--- src/rtl/dcache_dm.sv ---
// Direct-mapped, write-through, no-write-allocate data cache with single-word lines.
// Load misses refill over a req/ack memory port; stores always write through.
module dcache_dm #(
    parameter logic [3:0] STR_UOP     = 4'b1001,
    parameter logic [3:0] LDR_UOP     = 4'b1010,
    parameter int         ADDR_WIDTH  = 16,
    parameter int         DATA_WIDTH  = 32,
    parameter int         INDEX_WIDTH = 5
) (
    input  logic                    clock,
    input  logic                    reset_n,
    input  logic                    flush,
    input  logic                    req_valid,
    output logic                    req_ready,
    input  logic [3:0]              uop,
    input  logic [ADDR_WIDTH-1:0]   addr,
    input  logic [DATA_WIDTH-1:0]   data_in,
    input  logic [DATA_WIDTH/8-1:0] byte_en,
    output logic                    resp_valid,
    output logic [DATA_WIDTH-1:0]   data_out,
    output logic                    mem_req_valid,
    output logic                    mem_we,
    output logic [ADDR_WIDTH-1:0]   mem_addr,
    output logic [DATA_WIDTH-1:0]   mem_wdata,
    output logic [DATA_WIDTH/8-1:0] mem_byte_en,
    input  logic                    mem_ack,
    input  logic [DATA_WIDTH-1:0]   mem_rdata
);

    localparam int TAG_WIDTH = ADDR_WIDTH - INDEX_WIDTH;
    localparam int BE_WIDTH  = DATA_WIDTH / 8;
    localparam int LINES     = 1 << INDEX_WIDTH;

    typedef enum logic [1:0] {
        S_IDLE,
        S_REFILL,
        S_WRITE
    } state_t;

    state_t r_state;
    state_t w_state_next;

    logic [LINES-1:0]      r_valid;
    logic [TAG_WIDTH-1:0]  r_tag  [LINES];
    logic [DATA_WIDTH-1:0] r_data [LINES];

    logic [ADDR_WIDTH-1:0] r_addr;
    logic [DATA_WIDTH-1:0] r_wdata;
    logic [BE_WIDTH-1:0]   r_be;
    logic                  r_resp_valid;
    logic [DATA_WIDTH-1:0] r_data_out;

    logic [INDEX_WIDTH-1:0] w_idx;
    logic [TAG_WIDTH-1:0]   w_tag;
    logic [INDEX_WIDTH-1:0] w_ridx;
    logic [TAG_WIDTH-1:0]   w_rtag;
    logic                   w_hit;
    logic                   w_accept;
    logic                   w_is_ld;
    logic                   w_is_st;
    logic                   w_refill_done;

    function automatic logic [DATA_WIDTH-1:0] f_merge(
        input logic [DATA_WIDTH-1:0] old_word,
        input logic [DATA_WIDTH-1:0] new_word,
        input logic [BE_WIDTH-1:0]   be
    );
        logic [DATA_WIDTH-1:0] res;
        res = old_word;
        for (int i = 0; i < BE_WIDTH; i++) begin
            if (be[i]) res[i*8 +: 8] = new_word[i*8 +: 8];
        end
        return res;
    endfunction

    assign w_idx    = addr[INDEX_WIDTH-1:0];
    assign w_tag    = addr[ADDR_WIDTH-1:INDEX_WIDTH];
    assign w_ridx   = r_addr[INDEX_WIDTH-1:0];
    assign w_rtag   = r_addr[ADDR_WIDTH-1:INDEX_WIDTH];
    assign w_hit    = r_valid[w_idx] && (r_tag[w_idx] == w_tag);

    assign req_ready     = (r_state == S_IDLE) && !flush;
    assign w_accept      = req_valid && req_ready;
    assign w_is_ld       = w_accept && (uop == LDR_UOP);
    assign w_is_st       = w_accept && (uop == STR_UOP);
    assign w_refill_done = (r_state == S_REFILL) && mem_ack;

    assign resp_valid  = r_resp_valid;
    assign data_out    = r_data_out;
    assign mem_addr    = r_addr;
    assign mem_wdata   = r_wdata;
    assign mem_byte_en = r_be;

    always_ff @(posedge clock or negedge reset_n) begin
        if (!reset_n) r_state <= S_IDLE;
        else          r_state <= w_state_next;
    end

    always_comb begin
        w_state_next  = r_state;
        mem_req_valid = 1'b0;
        mem_we        = 1'b0;
        case (r_state)
            S_IDLE: begin
                if (w_is_ld && !w_hit) w_state_next = S_REFILL;
                else if (w_is_st)      w_state_next = S_WRITE;
            end
            S_REFILL: begin
                mem_req_valid = 1'b1;
                if (mem_ack) w_state_next = S_IDLE;
            end
            S_WRITE: begin
                mem_req_valid = 1'b1;
                mem_we        = 1'b1;
                if (mem_ack) w_state_next = S_IDLE;
            end
            default: w_state_next = S_IDLE;
        endcase
    end

    always_ff @(posedge clock or negedge reset_n) begin
        if (!reset_n) begin
            r_valid      <= '0;
            r_resp_valid <= 1'b0;
            r_data_out   <= '0;
            r_addr       <= '0;
            r_wdata      <= '0;
            r_be         <= '0;
        end else begin
            r_resp_valid <= 1'b0;
            case (r_state)
                S_IDLE: begin
                    if (flush) begin
                        r_valid <= '0;
                    end else if (w_is_ld) begin
                        if (w_hit) begin
                            r_data_out   <= r_data[w_idx];
                            r_resp_valid <= 1'b1;
                        end else begin
                            r_addr <= addr;
                        end
                    end else if (w_is_st) begin
                        r_addr  <= addr;
                        r_wdata <= data_in;
                        r_be    <= byte_en;
                    end
                end
                S_REFILL: begin
                    if (mem_ack) begin
                        r_valid[w_ridx] <= 1'b1;
                        r_data_out      <= mem_rdata;
                        r_resp_valid    <= 1'b1;
                    end
                end
                S_WRITE: begin
                    if (mem_ack) r_resp_valid <= 1'b1;
                end
                default: ;
            endcase
        end
    end

    // Tag/data storage carries no reset; the valid bits alone gate its use.
    always_ff @(posedge clock) begin
        if (w_refill_done) begin
            r_tag[w_ridx]  <= w_rtag;
            r_data[w_ridx] <= mem_rdata;
        end else if (w_is_st && w_hit) begin
            r_data[w_idx] <= f_merge(r_data[w_idx], data_in, byte_en);
        end
    end

endmodule

--- config.mk ---
export PLATFORM = sky130hd
export DESIGN_NAME = dcache_dm
export DESIGN_NICKNAME = d
export VERILOG_FILES = /design/src/rtl/dcache_dm.sv
export SDC_FILE = /design/constraint.sdc
export NUM_CORES = 1
export LEC_CHECK = 0
export BUFFER_PORTS_ARGS = -buffer_cell sky130_fd_sc_hd__buf_2
export CORE_UTILIZATION = 55
export DETAILED_ROUTE_END_ITERATION = 16
export GPL_TIMING_DRIVEN = 0
export PLACE_DENSITY = 0.75
export SETUP_SLACK_MARGIN = 0.15
export SLEW_MARGIN = 30
export SYNTH_ARGS = -nofsm -noshare
export SYNTH_HDL_FRONTEND = slang
export SYNTH_SLANG_ARGS = --single-unit
--- constraint.sdc ---
create_clock -name clock -period 5.6 [get_ports clock]
set_clock_uncertainty 0.1 [all_clocks]
set_input_delay 0.56 -clock clock [delete_from_list [all_inputs] [get_ports clock]]
set_output_delay 0.56 -clock clock [all_outputs]
set_load 0.05 [all_outputs]
## Word-level counts from Yosys, hierarchy flattened

Memory sizes are Yosys's and may differ from the RTL's.
Cells that the tools add are included.

| storage, ports and cells | value |
|---|---|
| flip-flop bits (word level) | 119 |
| bits in writable memories | 1,376 |
| input bits | 93 |
| output and inout bits | 88 |
| word-level logic and storage cells | 95 |
| memories | 2 |

Memories:

| memory | depth | bits a word | rd ports | clocked after memory_dff | write ports | line | RTL |
|---|---|---|---|---|---|---|---|
| r_data | 32 | 32 | 1 | 0 | 1 | 45 | `logic [DATA_WIDTH-1:0] r_data [LINES];` |
| r_tag | 32 | 11 | 1 | 0 | 1 | 44 | `logic [TAG_WIDTH-1:0] r_tag [LINES];` |

| cells by class | value |
|---|---|
| magnitude comparators | 3 |
| equal/unequal tests | 13 |
| mux-type cells | 46 |
| bitwise operators | 3 |
| reductions and logical operators | 21 |

Operator list:

| operator | count |
|---|---|
| $mux W32 | 7 |
| $pmux W32 S2 | 2 |
| $mux W8 | 12 |
| $mux W16 | 3 |
| $or A32 B32 Y32 | 1 |
| $reduce_or A32 Y1 | 1 |
| $mux W1 | 14 |
| $lt A5 B6 Y1 const B | 2 |
| $ne A2 B2 Y1 const B | 6 |
| $eq A11 B11 Y1 | 1 |
| $logic_and A1 B1 Y1 | 9 |
| $eq A4 B4 Y1 const B | 2 |
| $reduce_and A4 Y1 | 2 |
| $mux W2 | 3 |
| $bmux W1 S5 | 1 |
| $demux W1 S5 | 1 |
| $ge A5 B1 Y1 const B | 1 |
| $mux W5 | 1 |
| $reduce_and A5 Y1 | 1 |
| $pmux W2 S2 | 1 |
| $reduce_bool A2 Y1 | 2 |
| $ne A3 B2 Y1 const B | 1 |
| $reduce_and A3 Y1 | 1 |
| $eq A2 B1 Y1 const B | 1 |
| 8 further kinds | 10 |

## Longest topological paths before layout

Gate-level depths: netlist of run 1.

| depth | value |
|---|---|
| depth after elaboration | 10 |
| mapped depth | 15 |

## Least setup slack after synthesis of run 1

OpenSTA, ideal clock, no wires.

| path | value |
|---|---|
| path type | input to register |
| from | input port addr[1] |
| to | memory r_data[8][0] (enable) |
| setup time | 0.511 ns |
| data arrival time | 6.308 ns |
| data required time | 4.989 ns |
| setup slack | -1.318 ns |
| stages | 12 |
| path buffers | 4 |
| cell sequence | buf_2 buf_2 buf_1 mux4_2 a22oi_1 o211ai_1 xor2_1 nor3_1 nand4_1 or3_1 clkbuf_1 o41ai_1 |

| between the ends | value |
|---|---|
| longest elaborated chain between the ends | 9 |

Ends and longest elaborated chain:

| item | line | RTL |
|---|---|---|
| from (decl) | 16 | `input logic [ADDR_WIDTH-1:0] addr,` |
| $mem_v2 Z32 W11 / $bmux W1 S5 (equally long branches) | -- |  |
| $eq A11 B11 Y1 / $mux W1 (equally long branches) | 80 | `assign w_hit = r_valid[w_idx] && (r_tag[w_idx] == w_tag);` |
| $logic_and A1 B1 Y1 | 80 |  |
| $logic_and A1 B1 Y1 | 168 | `end else if (w_is_st && w_hit) begin` |
| $mux W1 | 168 |  |
| $mux W1 | 165 | `if (w_refill_done) begin` |
| $mux W1 (not written as such) | 169 | `r_data[w_idx] <= f_merge(r_data[w_idx], data_in, byte_en);` |
| $reduce_or A32 Y1 (no line) | -- |  |
| $mux W5 (no line) / $mux W1 (equally long branches) | -- |  |
| to (decl) | 45 |  |

Several ways; a longest one is shown, not always the timed one. The select of a mux whose other input is x is not followed.

## Worst setup path after layout of run 1

| path | value |
|---|---|
| from | input port addr[1] |
| to | memory r_data[27][11] (enable) |

The elaborated chain is that of the path after synthesis.

==> impl_metrics.env, run 1 <==
export IMPL_dieWidth_um=332
export IMPL_antenna_found_initial=2
export IMPL_drt_total_wl_um=166000
export IMPL_slew_headroom=0.256
export IMPL_cp_required_ps=5960
export IMPL_postSynthCellCount=3187
export IMPL_routedWlPerCell_um=32.1
export IMPL_hold_violations=0
export IMPL_period_needed_ps=5370
export IMPL_num_rows=120
export IMPL_path_clk_slew_ps=60
export IMPL_vias_per_cell=6.66
export IMPL_slowest_stage="o41ai_4"
export IMPL_synth_nets=3284
export IMPL_grt_max_degree=63
export IMPL_final_common_cell="edfxtp_1"
export IMPL_cts_root_buf="clkbuf_16"
export IMPL_p_leak_uw=0.0239
export IMPL_drv_cap=0
export IMPL_place_gp_congestion=0.871
export IMPL_clk_path_buf_depth=3
export IMPL_synthSimpleGateAreaFrac=0.0362
export IMPL_synth_ff_type="edfxtp_1"
export IMPL_synth_seq_cells=1495
export IMPL_grt_pass1_vias=33800
export IMPL_track_usage=0.302
export IMPL_pin_count=181
export IMPL_start_util=0.557
export IMPL_synthToLayoutAreaGrowth_pct=15.6
export IMPL_dp_cells=4848
export IMPL_switching_share=0.259
export IMPL_synth_edf_count=1376
export IMPL_cpPeakStageDelay_ps=460
export IMPL_synthMuxAreaShare=0.170
export IMPL_worstSkewPairLatency_ps=790
export IMPL_fin_nets=3736
export IMPL_dr_total_vias=34400
export IMPL_p_per_area_nw_per_um2=376
export IMPL_layout_drive_gt1_share=0.268
export IMPL_cts_sinks=1495
export IMPL_synth_top_family_by_area="multiplexers"
export IMPL_core_area_um2=108000
export IMPL_synth_compound_area_frac=0.0372
export IMPL_combPwrFrac=0.106
export IMPL_firstDrtPassIters=6
export IMPL_status="completed"
export IMPL_dp_slack_ps=-827
export IMPL_drtAntennaViolNets=0
export IMPL_layout_cells_non_filler=5164
export IMPL_power_internal_uw=19300
export IMPL_ir_drop_v=0.000268
export IMPL_synth_yosys_seq_area_share=0.739
export IMPL_die_height_um=332
export IMPL_ys_async_sr_fraction=0.0796
export IMPL_port_buffers=175
export IMPL_final_cell_mix="edfxtp_1, nand2_1, mux4_2"
export IMPL_maxSlewViolCount=0
export IMPL_synth_top_area_frac=0.690
export IMPL_syn_area_per_cell_um2=18.8
export IMPL_syn_area_um2=59900
export IMPL_synth_warnings=0
export IMPL_synth_distinct_cells=59
export IMPL_die_area_um2=110000
export IMPL_setup_ws_ps=232
export IMPL_path_cells="buf_2 > buf_2 > clkbuf_4 > clkbuf_4 > mux4_2 > nand2_1 > nand3_1 > nand4_1 > xnor2_1 > nor4bb_1 > nand4_1 > or3_1 > clkbuf_1 > o41ai_4 > buf_2 > buf_2 > buf_2 > buf_2 > buf_2 > buf_2"
export IMPL_cp_end_kind="flop"
export IMPL_drc=0
export IMPL_synthAdderAreaFrac=0.000835
export IMPL_finalSetupViolations=0
export IMPL_drt_initial_drc_count=5338
export IMPL_grt_pass1_wl_um=236000
export IMPL_p_seq_frac=0.508
export IMPL_rsz0062_at_grt="false"
export IMPL_fmax_ghz=0.186
export IMPL_crit_top_cell="buf_2"
export IMPL_ys_top_cells_by_area="edfxtp_1, mux4_2, dfrtp_1"
export IMPL_hpwl_um=104000
export IMPL_grt_overflow_total=0
export IMPL_clkPwrFrac=0.386
export IMPL_worst_setup_path_type="primary input to flop"
export IMPL_crit_fanout=10
export IMPL_min_path_type="primary input to flop"
export IMPL_synth_xor_area_frac=0.00161
export IMPL_htreeDepth=4
export IMPL_p_switching_uw=6750
export IMPL_period_share=0.959
export IMPL_cts_tree="yes"
export IMPL_cts_buffers=149
export IMPL_start_kind="primary input"
export IMPL_synth_top_area_cell="edfxtp_1"
export IMPL_worstMarginPinSlew_ps=1110
export IMPL_worstPathArrival_ps=5730
## critical path, delay by kind of cell
family / cells / cell delay (ps)
muxes: 1 / 360
AOI/OAI and AO/OA: 1 / 460
and+or+nand+nor: 6 / 1400
buffers and inverters: 11 / 2770
xor gates and xnor gates: 1 / 150
## final timing paths
path                                      startpoint                   endpoint  slack (ps)  cells past startpoint
setup reg to reg              r_state[1]$_DFFE_PN0P_   r_data[27][11]$_DFFE_PP_         460                     15
min in group asynchronous                    reset_n   mem_addr[11]$_DFFE_PN0P_         220                      2
max in group asynchronous                    reset_n  mem_wdata[15]$_DFFE_PN0P_        4320                      3
hold reg to reg            mem_wdata[11]$_DFFE_PN0P_  mem_wdata[11]$_DFFE_PN0P_         370                      2
hold / removal                               addr[6]    mem_addr[6]$_DFFE_PN0P_          80                      2
setup / recovery                             addr[1]   r_data[27][11]$_DFFE_PP_         230                     20
## flip-flops by register name, summed over array words and instances, names as in the netlist
| signal | flops |
|---|---|
| r_data | 1024 |
| r_tag | 352 |
| data_out | 32 |
| mem_wdata | 32 |
| r_valid | 32 |
| mem_addr | 16 |
| mem_byte_en | 4 |
| r_state | 2 |
| resp_valid | 1 |
## cells in the mapped netlist, types with 5 or more instances
cell type and number:
nor2_1 100, mux4_2 314, nand3_1 14, buf_2 47
buf_1 23, dfrtp_1 119, o21ai_0 97, xor2_1 5
mux2_1 27, nand2b_1 15, a22oi_1 97, a211o_1 31
mux2i_1 245, nand2_1 341, inv_1 13, a21oi_1 49
nor3_1 7, o221ai_1 8, buf_4 10, nor2b_1 6
o41ai_1 6, or3_1 5, mux2_2 30, clkbuf_1 103
or2_2 5, xnor2_1 6, edfxtp_1 1376, a21o_1 23
buf_6 6
## logic make-up (layout without fill, tap and decap cells)
logic type | Yosys count | in the layout
AO/OA/AOI/OAI | 335 | 335
XOR/XNOR | 11 | 11
multiplexers | 616 | 616
AND/OR/NAND/NOR | 522 | 522
other | 0 | 2
buffers and inverters | 204 | 776
flip-flops | 1495 | 1495
adder cells (fa/ha/maj) | 4 | 4
## cell type report
cell class | instances | area [µm²]
inverters | 15 | 56.3
diodes | 2 | 5.00
fillers | 6995 | 38300
flip-flops and latches | 1495 | 44300
clock inverters | 92 | 1010
clock buffers | 179 | 3890
repair buffers | 301 | 2150
well taps | 1403 | 1760
plain buffers | 189 | 892
multi-input cells | 1488 | 15200
## power groups by stage
stage | Clock (µW) | Combinational [µW] | Sequential (µW)
2_1_floorplan | 0 | 1230 | 13700
3_3_place_gp | 0 | 2540 | 13400
3_5_place_dp | 0 | 2650 | 13400
4_1_cts | 10100 | 2690 | 13200
5_1_grt | 10500 | 2880 | 13300
6_report | 10100 | 2760 | 13200
## routing by layer
layer | wire, µm | track usage
met1 | 62100 | 0.418
met2 | 76500 | 0.458
met3 | 21600 | 0.0896
met4 | 5750 | 0.110
met5 | 20 | 0
## through the flow
step / TNS, ps / total power (µW) / hold WS [ps] / util / area [µm²]
detailed placement: -117710 / 16100 / 358 / 0.594 / 63800
finish: 0 / 26000 / 75.3 / 0.644 / 69200
floorplan: -253110 / 15000 / 164 / - / 59900
global placement: -4269820 / 16000 / 354 / 0.582 / 62600
CTS: 0 / 26000 / 12.6 / 0.643 / 69200
global route: 0 / 26600 / 63.5 / 0.644 / 69200
## timing repair
| item | CTS | global route |
|---|---|---|
| resized for setup | 4 | 16 |
| cloned | 0 | 0 |
| endpoints found under the setup margin | 7 | 8 |
| hold endpoints to repair | 97 | 0 |
| hold buffers | 41 | 0 |
| pin swaps | 0 | 1 |
| buffers inserted | 0 | 0 |
(Power assumes the default switching activity.)
==> inputs of run 2 (changes only) <==
--- a/config.mk
+++ b/config.mk
@@ -7,6 +7,7 @@
 export LEC_CHECK = 0
 export BUFFER_PORTS_ARGS = -buffer_cell sky130_fd_sc_hd__buf_2
 export CORE_UTILIZATION = 55
+export CTS_CLUSTER_SIZE = 16
 export DETAILED_ROUTE_END_ITERATION = 16
 export GPL_TIMING_DRIVEN = 0
 export PLACE_DENSITY = 0.75
==> constraint.sdc (replaced) <==
create_clock -name clock -period 4.65 [get_ports clock]
set_clock_uncertainty 0.1 [all_clocks]
set_input_delay 0.465 -clock clock [delete_from_list [all_inputs] [get_ports clock]]
set_output_delay 0.465 -clock clock [all_outputs]
set_load 0.05 [all_outputs]
==> run 2 against run 1 <==
Core utilization barely moved. Highest routed layer unchanged. First-iteration DRC count shrank 6.2%. Via count shrank 0.37%. Register-to-register slack got worse by 270 ps. Total power rose by 19%. Largest power group unchanged. Worst setup slack got worse by 47 ps.
==> impl_metrics.env, run 2 (same netlist as run 1, synthesis figures left out) <==
export IMPL_status="completed"
export IMPL_synthToLayoutAreaGrowth_pct=15.5
export IMPL_cp_end_kind="flop"
export IMPL_cp_required_ps=5000
export IMPL_clk_path_buf_depth=3
export IMPL_drc=0
export IMPL_cts_tree="yes"
export IMPL_start_kind="primary input"
export IMPL_drt_initial_drc_count=5006
export IMPL_r2r_setup_slack_ps=190
export IMPL_maxSlewViolCount=0
export IMPL_crit_top_cell="buf_4"
export IMPL_die_area_um2=110000
export IMPL_place_gp_congestion=0.870
export IMPL_cts_buffers=148
export IMPL_crit_fanout=10
export IMPL_hpwl_um=105000
export IMPL_largest_reg_flops=1024
export IMPL_worstMarginPinSlew_ps=1080
export IMPL_finalSetupViolations=0
export IMPL_hold_violations=0
export IMPL_p_leak_uw=0.0239
export IMPL_vias_per_cell=6.66
export IMPL_dieWidth_um=332
export IMPL_place_area_um2=63900
export IMPL_drtAntennaViolNets=0
export IMPL_drv_cap=0
export IMPL_diodes=0
export IMPL_cts_sinks=1495
export IMPL_slew_headroom=0.273
export IMPL_holdWs_ps=30.0
export IMPL_num_rows=120
export IMPL_antenna_found_initial=2
export IMPL_slowest_stage="nor4bb_2"
export IMPL_drt_total_wl_um=168000
export IMPL_period_needed_ps=4470
export IMPL_worstSkewPairLatency_ps=760
export IMPL_fmax_ghz=0.224
export IMPL_rsz0062_at_grt="false"
export IMPL_cts_root_buf="clkbuf_16"
export IMPL_routedWlPerCell_um=32.7
export IMPL_grt_pass1_wl_um=239000
export IMPL_track_usage=0.306
export IMPL_final_area_um2=69200
export IMPL_htreeDepth=4
export IMPL_port_buffers=175
export IMPL_start_util=0.557
export IMPL_worstPathArrival_ps=4810
export IMPL_fin_nets=3723
export IMPL_grt_overflow_total=0
export IMPL_min_path_type="primary input to flop"
export IMPL_dr_total_vias=34300
export IMPL_worst_setup_path_type="primary input to flop"
export IMPL_final_common_cell="edfxtp_1"
export IMPL_p_per_area_nw_per_um2=447
export IMPL_regMostFlops="r_data"
export IMPL_grt_max_degree=64
export IMPL_die_height_um=332
export IMPL_period_share=0.960
export IMPL_cpPeakStageDelay_ps=410
export IMPL_grt_pass1_vias=33900
export IMPL_path_clk_slew_ps=60
export IMPL_firstDrtPassIters=5
export IMPL_final_cell_mix="edfxtp_1, nand2_1, mux4_2"
export IMPL_pin_count=181
export IMPL_reg_top3="r_data: 1024 flops, r_tag: 352 flops"
export IMPL_path_cells="buf_4 > buf_6 > buf_6 > mux2i_1 > a22oi_1 > a21oi_1 > nor4_2 > xnor2_1 > nor4bb_2 > nand4_1 > or3_1 > clkbuf_2 > o41ai_4 > buf_4 > buf_4 > buf_4 > buf_4"
export IMPL_layout_drive_gt1_share=0.268
export IMPL_ir_drop_v=0.000342
export IMPL_total_power_uw=31000
export IMPL_core_area_um2=108000
==> run 2: per-layer routing <==
layer  part of all wire  GRT usage  vias up
met5           0.000077          0        -
met4              0.038      0.110        2
met3               0.13     0.0893      421
met2               0.46      0.464     2557
met1               0.37      0.428    17600
li1                   -          -    13700
==> run 2: final timing paths <==
check / start / endpoint / depth (start not counted)
worst min register to register: mem_wdata[29]$_DFFE_PN0P_ / mem_wdata[29]$_DFFE_PN0P_ / 2
worst max register to register: r_tag[7][5]$_DFFE_PP_ / r_data[12][12]$_DFFE_PP_ / 14
worst max-delay path: addr[0] / r_data[12][12]$_DFFE_PP_ / 17
worst min-delay path: mem_rdata[18] / data_out[18]$_DFFE_PN0P_ / 4
max in group asynchronous: reset_n / mem_wdata[27]$_DFFE_PN0P_ / 3
min in group asynchronous: reset_n / mem_addr[8]$_DFFE_PN0P_ / 2
==> run 2: area by class of cell <==
| cell class | instances | area [µm²] |
|---|---|---|
| Multi-Input combinational cell | 1488 | 15200 |
| Buffer | 188 | 942 |
| Inverter | 15 | 56.3 |
| Clock inverter | 67 | 577 |
| Tap cell | 1403 | 1760 |
| Timing Repair Buffer | 290 | 2210 |
| Fill cell | 7037 | 38300 |
| Clock buffer | 203 | 4120 |
| Sequential cell | 1495 | 44300 |
==> run 2: per-stage QoR <==
stage	setup WS (ps)	utilization	TNS (ps)	instances
after global placement	-4290	0.583	-5388370	4765
after CTS	161	0.643	0	5149
after global routing	154	0.644	0	5149
final	185	0.644	0	5149
after detailed placement	-1350	0.594	-2026490	4826
after floorplan	-222	-	-21270	3187
==> run 2: what timing repair did <==
item                                    in CTS  in global routing
pin swaps                                    4                  4
resized for setup                           32                 28
hold endpoints to repair                   110                  0
endpoints found under the setup margin    1917                768
hold buffers                                45                  0
buffers inserted                             8                  1
==> run 2: critical path, delay by kind of cell <==
family	cells	cell delay, ps
buffers and inverters	8	1930
AO/OA/AOI/OAI	3	560
multiplexers	1	110
AND/OR/NAND/NOR	4	1450
XOR/XNOR	1	260
==> run 2: report_power, final <==
group	internal [µW]	switching [µW]	leakage, µW	total, µW
registers	15400	551	0.0138	15900
logic	926	2350	0.00776	3280
clock network	6610	5130	0.00229	11700
total	22900	8040	0.0239	31000
